==> src/rtl/carregador_pkg.sv <==
`default_nettype none
// ============================================================================
// Module   : carregador_pkg
// Brief    : Shared types, error codes and baud-divider helper for the UART
//            boot loader. CARREGADOR_CHECKSUM_EN adds the CHECK state.
// Revision : 1.0 - initial release
// ============================================================================
package carregador_pkg;

    localparam int OVERSAMPLE = 16;

    localparam logic [1:0] ERRO_NENHUM   = 2'b00;
    localparam logic [1:0] ERRO_QUADRO   = 2'b01;
    localparam logic [1:0] ERRO_TAMANHO  = 2'b10;
    localparam logic [1:0] ERRO_CHECKSUM = 2'b11;

    typedef enum logic [2:0] {
        ESPERA_H = 3'd0,
        ESPERA_L = 3'd1,
        PALAVRA  = 3'd2,
`ifdef CARREGADOR_CHECKSUM_EN
        CHECK    = 3'd3,
`endif
        PRONTO   = 3'd4,
        ERRO     = 3'd5
    } estado_t;

    typedef enum logic [1:0] {
        RX_OCIOSO = 2'd0,
        RX_INICIO = 2'd1,
        RX_DADOS  = 2'd2,
        RX_PARADA = 2'd3
    } rx_estado_t;

    // Clocks per oversample tick, truncated; never below one clock.
    function automatic int calc_div(input int clk_freq, input int baud);
        int d;
        d = clk_freq / (baud * OVERSAMPLE);
        return (d < 1) ? 1 : d;
    endfunction

endpackage
`default_nettype wire

==> src/rtl/carregador_uart_if.sv <==
`default_nettype none
// ============================================================================
// Module   : carregador_uart_if
// Brief    : Instruction-memory write port between the boot loader (master)
//            and the instruction memory (slave).
// Revision : 1.0 - initial release
// ============================================================================
interface carregador_uart_if #(
    parameter int ADDR_W = 32
);
    logic              mem_escrita;
    logic [ADDR_W-1:0] mem_endereco;
    logic [31:0]       mem_dado;

    modport master (
        output mem_escrita,
        output mem_endereco,
        output mem_dado
    );

    modport slave (
        input  mem_escrita,
        input  mem_endereco,
        input  mem_dado
    );
endinterface
`default_nettype wire

==> src/rtl/uart_rx_byte.sv <==
`default_nettype none
// ============================================================================
// Module   : uart_rx_byte
// Brief    : 8N1 receiver: 2-FF synchronizer, 16x oversample tick divider and
//            receive FSM producing byte_ok / quadro_ruim one-clock pulses.
// Revision : 1.0 - initial release
// ============================================================================
module uart_rx_byte
    import carregador_pkg::*;
#(
    parameter int CLK_FREQ = 50000000,
    parameter int BAUD     = 115200
) (
    input  wire logic       clock,
    input  wire logic       reset_n,
    input  wire logic       rx,
    output logic [7:0]      rx_byte,
    output logic            byte_ok,
    output logic            quadro_ruim
);

    localparam int DIV   = calc_div(CLK_FREQ, BAUD);
    localparam int DIV_W = (DIV > 1) ? $clog2(DIV) : 1;
    localparam logic [DIV_W-1:0] DIV_MAX  = DIV_W'(DIV - 1);
    localparam logic [3:0]       MEIO_BIT = 4'(OVERSAMPLE / 2 - 1);
    localparam logic [3:0]       FIM_BIT  = 4'(OVERSAMPLE - 1);

    logic             rx_meta_q, rx_sync_q, rx_prev_q;
    rx_estado_t       estado_q, estado_d;
    logic [DIV_W-1:0] div_q, div_d;
    logic [3:0]       tick_q, tick_d;
    logic [2:0]       bit_q, bit_d;
    logic [7:0]       shreg_q, shreg_d;
    logic             byte_ok_q, byte_ok_d;
    logic             quadro_q, quadro_d;
    logic             tick;

    always_ff @(posedge clock) begin
        if (!reset_n) begin
            rx_meta_q <= 1'b1;
            rx_sync_q <= 1'b1;
            rx_prev_q <= 1'b1;
            estado_q  <= RX_OCIOSO;
            div_q     <= '0;
            tick_q    <= '0;
            bit_q     <= '0;
            shreg_q   <= '0;
            byte_ok_q <= 1'b0;
            quadro_q  <= 1'b0;
        end else begin
            rx_meta_q <= rx;
            rx_sync_q <= rx_meta_q;
            rx_prev_q <= rx_sync_q;
            estado_q  <= estado_d;
            div_q     <= div_d;
            tick_q    <= tick_d;
            bit_q     <= bit_d;
            shreg_q   <= shreg_d;
            byte_ok_q <= byte_ok_d;
            quadro_q  <= quadro_d;
        end
    end

    assign tick = (div_q == DIV_MAX);

    always_comb begin
        estado_d  = estado_q;
        div_d     = div_q;
        tick_d    = tick_q;
        bit_d     = bit_q;
        shreg_d   = shreg_q;
        byte_ok_d = 1'b0;
        quadro_d  = 1'b0;

        if (estado_q != RX_OCIOSO) begin
            div_d = tick ? '0 : div_q + 1'b1;
        end

        case (estado_q)
            RX_OCIOSO: begin
                // The divider restarts on the edge so every sample lands mid-bit.
                if (rx_prev_q && !rx_sync_q) begin
                    estado_d = RX_INICIO;
                    div_d    = '0;
                    tick_d   = '0;
                end
            end
            RX_INICIO: begin
                if (tick) begin
                    if (tick_q == MEIO_BIT) begin
                        tick_d = '0;
                        bit_d  = '0;
                        estado_d = rx_sync_q ? RX_OCIOSO : RX_DADOS;
                    end else begin
                        tick_d = tick_q + 1'b1;
                    end
                end
            end
            RX_DADOS: begin
                if (tick) begin
                    if (tick_q == FIM_BIT) begin
                        shreg_d = {rx_sync_q, shreg_q[7:1]};
                        tick_d  = '0;
                        bit_d   = bit_q + 1'b1;
                        if (bit_q == 3'd7) begin
                            estado_d = RX_PARADA;
                        end
                    end else begin
                        tick_d = tick_q + 1'b1;
                    end
                end
            end
            RX_PARADA: begin
                if (tick) begin
                    if (tick_q == FIM_BIT) begin
                        byte_ok_d = rx_sync_q;
                        quadro_d  = ~rx_sync_q;
                        estado_d  = RX_OCIOSO;
                        tick_d    = '0;
                    end else begin
                        tick_d = tick_q + 1'b1;
                    end
                end
            end
            default: estado_d = RX_OCIOSO;
        endcase
    end

    assign rx_byte     = shreg_q;
    assign byte_ok     = byte_ok_q;
    assign quadro_ruim = quadro_q;

endmodule
`default_nettype wire

==> src/rtl/carregador_uart.sv <==
`default_nettype none
// ============================================================================
// Module   : carregador_uart
// Brief    : UART boot loader: receives [N:16 BE][N words, MSB first] and
//            writes them to instruction memory, holding the CPU until done.
//            CARREGADOR_CHECKSUM_EN appends and verifies an XOR checksum byte.
// Revision : 1.0 - initial release
// ============================================================================
module carregador_uart
    import carregador_pkg::*;
#(
    parameter int CLK_FREQ  = 50000000,
    parameter int BAUD      = 115200,
    parameter int ADDR_W    = 32,
    parameter int MAX_WORDS = 256
) (
    input  wire logic          clock,
    input  wire logic          reset_n,
    input  wire logic          rx,
    carregador_uart_if.master  mem,
    output logic               carregando,
    output logic               pronto,
    output logic [1:0]         erro,
    output logic               segurar_cpu
);

    localparam logic [15:0] MAX_N = 16'(MAX_WORDS);

`ifdef CARREGADOR_CHECKSUM_EN
    localparam estado_t ESTADO_FIM = CHECK;
`else
    localparam estado_t ESTADO_FIM = PRONTO;
`endif

    logic [7:0] rx_byte;
    logic       byte_ok;
    logic       quadro_ruim;

    uart_rx_byte #(
        .CLK_FREQ (CLK_FREQ),
        .BAUD     (BAUD)
    ) u_rx (
        .clock       (clock),
        .reset_n     (reset_n),
        .rx          (rx),
        .rx_byte     (rx_byte),
        .byte_ok     (byte_ok),
        .quadro_ruim (quadro_ruim)
    );

    estado_t           estado_q, estado_d;
    logic [1:0]        erro_q, erro_d;
    logic [15:0]       n_q, n_d;
    logic [31:0]       palavra_q, palavra_d;
    logic [1:0]        idx_q, idx_d;
    logic [15:0]       palavras_q, palavras_d;
    logic [ADDR_W-1:0] addr_q, addr_d;
    logic              escrita_q, escrita_d;
    logic [ADDR_W-1:0] endereco_q, endereco_d;
    logic [31:0]       dado_q, dado_d;
    logic [15:0]       n_novo;
    logic [31:0]       palavra_nova;
`ifdef CARREGADOR_CHECKSUM_EN
    logic [7:0]        soma_q, soma_d;
`endif

    always_ff @(posedge clock) begin
        if (!reset_n) begin
            estado_q   <= ESPERA_H;
            erro_q     <= ERRO_NENHUM;
            n_q        <= '0;
            palavra_q  <= '0;
            idx_q      <= '0;
            palavras_q <= '0;
            addr_q     <= '0;
            escrita_q  <= 1'b0;
            endereco_q <= '0;
            dado_q     <= '0;
`ifdef CARREGADOR_CHECKSUM_EN
            soma_q     <= '0;
`endif
        end else begin
            estado_q   <= estado_d;
            erro_q     <= erro_d;
            n_q        <= n_d;
            palavra_q  <= palavra_d;
            idx_q      <= idx_d;
            palavras_q <= palavras_d;
            addr_q     <= addr_d;
            escrita_q  <= escrita_d;
            endereco_q <= endereco_d;
            dado_q     <= dado_d;
`ifdef CARREGADOR_CHECKSUM_EN
            soma_q     <= soma_d;
`endif
        end
    end

    always_comb begin
        estado_d     = estado_q;
        erro_d       = erro_q;
        n_d          = n_q;
        palavra_d    = palavra_q;
        idx_d        = idx_q;
        palavras_d   = palavras_q;
        addr_d       = addr_q;
        escrita_d    = 1'b0;
        endereco_d   = endereco_q;
        dado_d       = dado_q;
        n_novo       = {n_q[15:8], rx_byte};
        palavra_nova = {palavra_q[23:0], rx_byte};
`ifdef CARREGADOR_CHECKSUM_EN
        soma_d       = soma_q;
`endif

        case (estado_q)
            ESPERA_H: begin
                if (quadro_ruim) begin
                    estado_d = ERRO;
                    erro_d   = ERRO_QUADRO;
                end else if (byte_ok) begin
                    n_d      = {rx_byte, 8'h00};
                    estado_d = ESPERA_L;
                end
            end
            ESPERA_L: begin
                if (quadro_ruim) begin
                    estado_d = ERRO;
                    erro_d   = ERRO_QUADRO;
                end else if (byte_ok) begin
                    n_d = n_novo;
                    if (n_novo > MAX_N) begin
                        estado_d = ERRO;
                        erro_d   = ERRO_TAMANHO;
                    end else if (n_novo == 16'd0) begin
                        estado_d = ESTADO_FIM;
                    end else begin
                        estado_d   = PALAVRA;
                        idx_d      = '0;
                        palavras_d = '0;
                    end
                end
            end
            PALAVRA: begin
                if (quadro_ruim) begin
                    estado_d = ERRO;
                    erro_d   = ERRO_QUADRO;
                end else if (byte_ok) begin
                    palavra_d = palavra_nova;
                    idx_d     = idx_q + 1'b1;
                    if (idx_q == 2'd3) begin
                        escrita_d  = 1'b1;
                        dado_d     = palavra_nova;
                        endereco_d = addr_q;
                        addr_d     = addr_q + ADDR_W'(4);
                        palavras_d = palavras_q + 16'd1;
                        if ((palavras_q + 16'd1) == n_q) begin
                            estado_d = ESTADO_FIM;
                        end
                    end
                end
            end
`ifdef CARREGADOR_CHECKSUM_EN
            CHECK: begin
                if (quadro_ruim) begin
                    estado_d = ERRO;
                    erro_d   = ERRO_QUADRO;
                end else if (byte_ok) begin
                    if (rx_byte == soma_q) begin
                        estado_d = PRONTO;
                    end else begin
                        estado_d = ERRO;
                        erro_d   = ERRO_CHECKSUM;
                    end
                end
            end
`endif
            // PRONTO and ERRO are absorbing; only reset leaves them.
            default: ;
        endcase

`ifdef CARREGADOR_CHECKSUM_EN
        if (byte_ok && ((estado_q == ESPERA_H) || (estado_q == ESPERA_L) ||
                        (estado_q == PALAVRA))) begin
            soma_d = soma_q ^ rx_byte;
        end
`endif
    end

    assign mem.mem_escrita  = escrita_q;
    assign mem.mem_endereco = endereco_q;
    assign mem.mem_dado     = dado_q;

    assign carregando  = (estado_q == ESPERA_L) || (estado_q == PALAVRA);
    assign pronto      = (estado_q == PRONTO);
    assign erro        = erro_q;
    assign segurar_cpu = ~pronto;

endmodule
`default_nettype wire

==> src/flat_wrapper.sv <==
// flat-port wrapper written by rule: the top's interface ports become plain ports
module carregador_uart_flat import carregador_pkg::*;
#(
    parameter int CLK_FREQ  = 50000000,
    parameter int BAUD      = 115200,
    parameter int ADDR_W    = 32,
    parameter int MAX_WORDS = 256
)
  (clock, reset_n, rx, carregando, pronto, erro, segurar_cpu, mem_mem_escrita, mem_mem_endereco, mem_mem_dado);
  carregador_uart_if #(.ADDR_W(ADDR_W)) mem_i ();
  input  wire logic clock;
  input  wire logic reset_n;
  input  wire logic rx;
  output logic carregando;
  output logic pronto;
  output logic [1:0] erro;
  output logic segurar_cpu;
  output wire logic [$bits(mem_i.mem_escrita)-1:0] mem_mem_escrita;
  output wire logic [$bits(mem_i.mem_endereco)-1:0] mem_mem_endereco;
  output wire logic [$bits(mem_i.mem_dado)-1:0] mem_mem_dado;
  assign mem_mem_escrita = mem_i.mem_escrita;
  assign mem_mem_endereco = mem_i.mem_endereco;
  assign mem_mem_dado = mem_i.mem_dado;
  carregador_uart #(.CLK_FREQ(CLK_FREQ), .BAUD(BAUD), .ADDR_W(ADDR_W), .MAX_WORDS(MAX_WORDS)) u_core (.clock(clock), .reset_n(reset_n), .rx(rx), .mem(mem_i), .carregando(carregando), .pronto(pronto), .erro(erro), .segurar_cpu(segurar_cpu));
endmodule
==> config.mk <==
export PLATFORM = sky130hd
export DESIGN_NAME = carregador_uart_flat
export DESIGN_NICKNAME = d
export VERILOG_FILES = /design/src/rtl/carregador_pkg.sv /design/src/rtl/carregador_uart_if.sv /design/src/rtl/uart_rx_byte.sv /design/src/rtl/carregador_uart.sv /design/src/flat_wrapper.sv
export SDC_FILE = /design/constraint.sdc
export NUM_CORES = 1
export LEC_CHECK = 0
export BUFFER_PORTS_ARGS = -buffer_cell sky130_fd_sc_hd__buf_4
export CORE_MARGIN = 3
export CORE_UTILIZATION = 44
export CTS_BUF_LIST = sky130_fd_sc_hd__clkbuf_8 sky130_fd_sc_hd__clkbuf_16
export DETAILED_ROUTE_END_ITERATION = 8
export GPL_ROUTABILITY_DRIVEN = 0
export HOLD_SLACK_MARGIN = 0.15
export PLACE_DENSITY_LB_ADDON = 0.25
export SLEW_MARGIN = 0
export SYNTH_ARGS = -nofsm -noshare
export SYNTH_HDL_FRONTEND = slang
export SYNTH_SLANG_ARGS = --single-unit
==> constraint.sdc <==
create_clock -name clock -period 2.35 [get_ports clock]
set_input_delay 0.235 -clock clock [delete_from_list [all_inputs] [get_ports clock]]
set_output_delay 0.235 -clock clock [all_outputs]
set_load 0.03 [all_outputs]
==> results.py <==
metrics = {
    "grt": {
        "grt_pass1_wl_um": 31200,
        "overflow": 0,
        "grt_max_degree": 102,
        "antenna_found_initial": 0,
        "grt_usage": 0.192,
        "grt_pass1_vias": 6373,
    },
    "yosys": {
        "synth_fa_ha_area_frac": 0.0129,
        "synth_top_family_by_area": "simple AND/OR/NAND/NOR gates",
        "yosys.area.top_type": "dfxtp_1",
        "synth_flop_cell": "dfxtp_1",
        "yosysWarnings": 0,
        "synth_compound_area_frac": 0.152,
        "synthMuxAreaShare": 0.00645,
        "synth_top_area_frac": 0.472,
        "synth_edf_count": 0,
        "synthArstFlopShare": 0,
        "netlist_instances": 991,
        "yosysUniqueCellTypes": 59,
        "ys_ff_latch": 183,
        "synth_area_per_cell_um2": 7.83,
        "seq_area_frac_synth": 0.472,
        "synth_xor_xnor_area_share": 0.0485,
        "synthSimpleGateAreaFrac": 0.267,
        "netlist_top_cells_area": "dfxtp_1, nand2_1, a21oi_1",
        "syn_area_um2": 7760,
    },
    "sta": {
        "fin_skew_ns": 0.0141,
        "tightest_slew_ns": 0.534,
        "fin_setup_tns_ns": 0,
        "finalSetupViolCount": 0,
        "finalHoldViolCount": 0,
        "relSlewSlack": 0.643,
        "drv_slew": 0,
        "period_share": 0.930,
        "min_period_ns": 2.19,
        "max_freq_mhz": 457,
    },
    "floorplan": {
        "row_count": 47,
        "core-area_um2": 16900,
        "fp.dieW_um": 139,
        "dieArea_um2": 19300,
        "initial_utilization": 0.458,
        "die_y_um": 139,
        "io_pins": 73,
    },
    "setup_path": {
        "worstSetupPathType": "register to register",
        "reg2reg_from": "u_core.palavras_q[1]",
        "arrival_ns": 2.55,
        "start_kind": "register",
        "crit_start": "u_core.palavras_q[1]",
        "crit_path_end": "u_core.n_q[4]",
        "rr_worst_depth": 8,
        "reg2reg_to": "u_core.n_q[4]",
        "rrSetupSlack_ns": 0.16,
        "crit_fanout": 8,
        "end_kind": "register",
        "required_ns": 2.72,
    },
    "clocking": {
        "htree_num_levels": 4,
        "cts_buffer_depth": 2,
        "tritoncts": "built",
        "cts_inserted_buffers": 17,
        "path_clk_slew_ns": 0.07,
        "clkSinkCount": 183,
        "clock_latency_ns": 0.43,
        "cts_root_buf": "clkbuf_16",
    },
    "detailed_routing": {
        "drc": 0,
        "drtPass1Iterations": 5,
        "first_iter_violations": 566,
        "wl_um": 18500,
        "ant_nets": 0,
        "wl_per_cell_um": 14.3,
        "via_per_inst": 5.32,
        "routed-via-count": 6895,
    },
    "final_layout": {
        "drive_above_1_share": 0.149,
        "num-nets-final": 1078,
        "diodes": 0,
        "syn_to_final_growth_pct": 19.9,
        "fin_area_um2": 9300,
        "finalNonFillerCells": 1297,
        "fillCellCount": 1614,
    },
    "placed_design": {
        "hpwl_um": 12300,
        "dpl.cell_count": 1263,
        "placed_area_um2": 8670,
        "port_buffers": 70,
    },
    "min_path": {
        "holdCritPathClass": "register to register",
    },
    "power_and_ir_drop": {
        "p_per_area_nw_per_um2": 661,
        "p_leak_nw": 3.34,
        "irDropWorstVdd_v": 0.000504,
    },
    "run_status": {
        "status": "completed",
    },
    "flow_run": {
        "maxCapViolations": 0,
    },
}
[final cells by class]
class | instances | area, µm² | area share
multi-input combinational | 731 | 3820 | 0.410
sequential | 183 | 3660 | 0.394
timing repair buffer | 118 | 918 | 0.0987
tap | 220 | 275 | 0.0296
clock inverter | 11 | 126 | 0.0136
inverter | 16 | 62.6 | 0.00672
clock buffer | 18 | 439 | 0.0472
[synthesized netlist by cell type, types with 5 or more instances]
cell type,count
nand3b_1,7
clkbuf_1,50
and3_1,5
ha_1,8
nand2_1,246
or3_1,14
nor2_1,74
nor3_1,17
o21ai_1,16
mux2i_1,5
inv_1,15
nand3_1,31
xnor2_1,27
nand4_1,14
xor2_1,16
a21oi_1,140
o21ai_0,27
dfxtp_1,183
buf_2,6
or4_1,8
a31oi_1,8
nand2b_1,11
[worst min path at each step]
stage	startpoint	endpoint	slack, ns	cells past startpoint
after floorplan	rx	u_core.u_rx.rx_meta_q	0.34	1
after global placement	u_core.u_rx.rx_meta_q	u_core.u_rx.rx_sync_q	0.39	1
after detailed placement	u_core.u_rx.rx_meta_q	u_core.u_rx.rx_sync_q	0.39	1
after CTS	u_core.u_rx.rx_meta_q	u_core.u_rx.rx_sync_q	0.41	1
after global routing	u_core.u_rx.rx_meta_q	u_core.u_rx.rx_sync_q	0.43	1
final	u_core.u_rx.rx_meta_q	u_core.u_rx.rx_sync_q	0.41	1
[logic make-up (layout without fill, tap and decap cells)]
group | count (synthesis) | after routing
flops | 183 | 183
buf+inv | 78 | 163
xor+xnor | 43 | 43
mux | 5 | 5
compound gates | 217 | 217
simple gates | 456 | 456
fa+ha+maj | 8 | 8
other cells | 1 | 2
[stage by stage]
stage | hold WS, ns | power [W] | setup WS, ns | util
3_5_place_dp | 0.393 | 0.00342 | 0.0290 | 0.512
4_1_cts | 0.408 | 0.00622 | 0.00644 | 0.547
2_1_floorplan | 0.336 | 0.00337 | 0.172 | -
6_report | 0.406 | 0.00615 | 0.164 | 0.549
3_3_place_gp | 0.389 | 0.00342 | 0.0785 | 0.512
5_1_grt | 0.434 | 0.00638 | -0.0359 | 0.549
[where the power goes]
group          switching [W]  internal (W)  leakage, nW  total, W
Clock                0.00121       0.00158        0.278   0.00280
Sequential         0.0000234       0.00312         1.47   0.00314
Combinational       0.000138     0.0000707         1.59  0.000209
[metal layers]
metal | part of all wire | up-vias | GRT usage
li1 | - | 3501 | -
met1 | 0.47 | 3182 | 0.259
met2 | 0.46 | 174 | 0.306
met3 | 0.049 | 38 | 0.0355
met4 | 0.020 | 0 | 0.0711
met5 | 0 | - | 0
[placed cells by master (no fill, tap or decap), types with 14 or more instances in the layout]
cell and instances:
or3_1 14, clkbuf_16 17, inv_1 16, nor2_1 74, o21ai_1 16, a21oi_1 140, nor3_1 17, nand2_1 245
o21ai_0 27, buf_4 113, xor2_1 16, dfxtp_1 183, nand4_1 14, nand3_1 31, xnor2_1 27
[registers in the layout (all words and copies together), names as in the netlist, 3 cells and up, named ones only]
register                 flops
u_core.u_rx.tick_q           4
u_core.u_rx.rx_byte          8
u_core.n_q                  16
u_core.estado_q              3
u_core.mem.mem_dado         32
u_core.mem.mem_endereco     30
u_core.u_rx.div_q            5
u_core.u_rx.bit_q            3
u_core.addr_q               30
u_core.palavras_q           16
u_core.palavra_q            24
[worst max-delay path, stage by stage (launching register included)]
cell and delay (ns):
dfxtp_1 0.40, ha_1 0.19, nand4_1 0.16, or4_1 0.56
o2111a_1 0.13, a21oi_1 0.16, a31oi_2 0.17, buf_4 0.21
o21ai_1 0.14
[repair_timing]
item / in CTS / in global routing
setup endpoints to repair: 0 / 11
hold buffers: 3 / 0
setup buffers: 0 / 2
gates resized for setup: 0 / 5
hold endpoints to repair: 3 / 0
(Power assumes the default switching activity.)
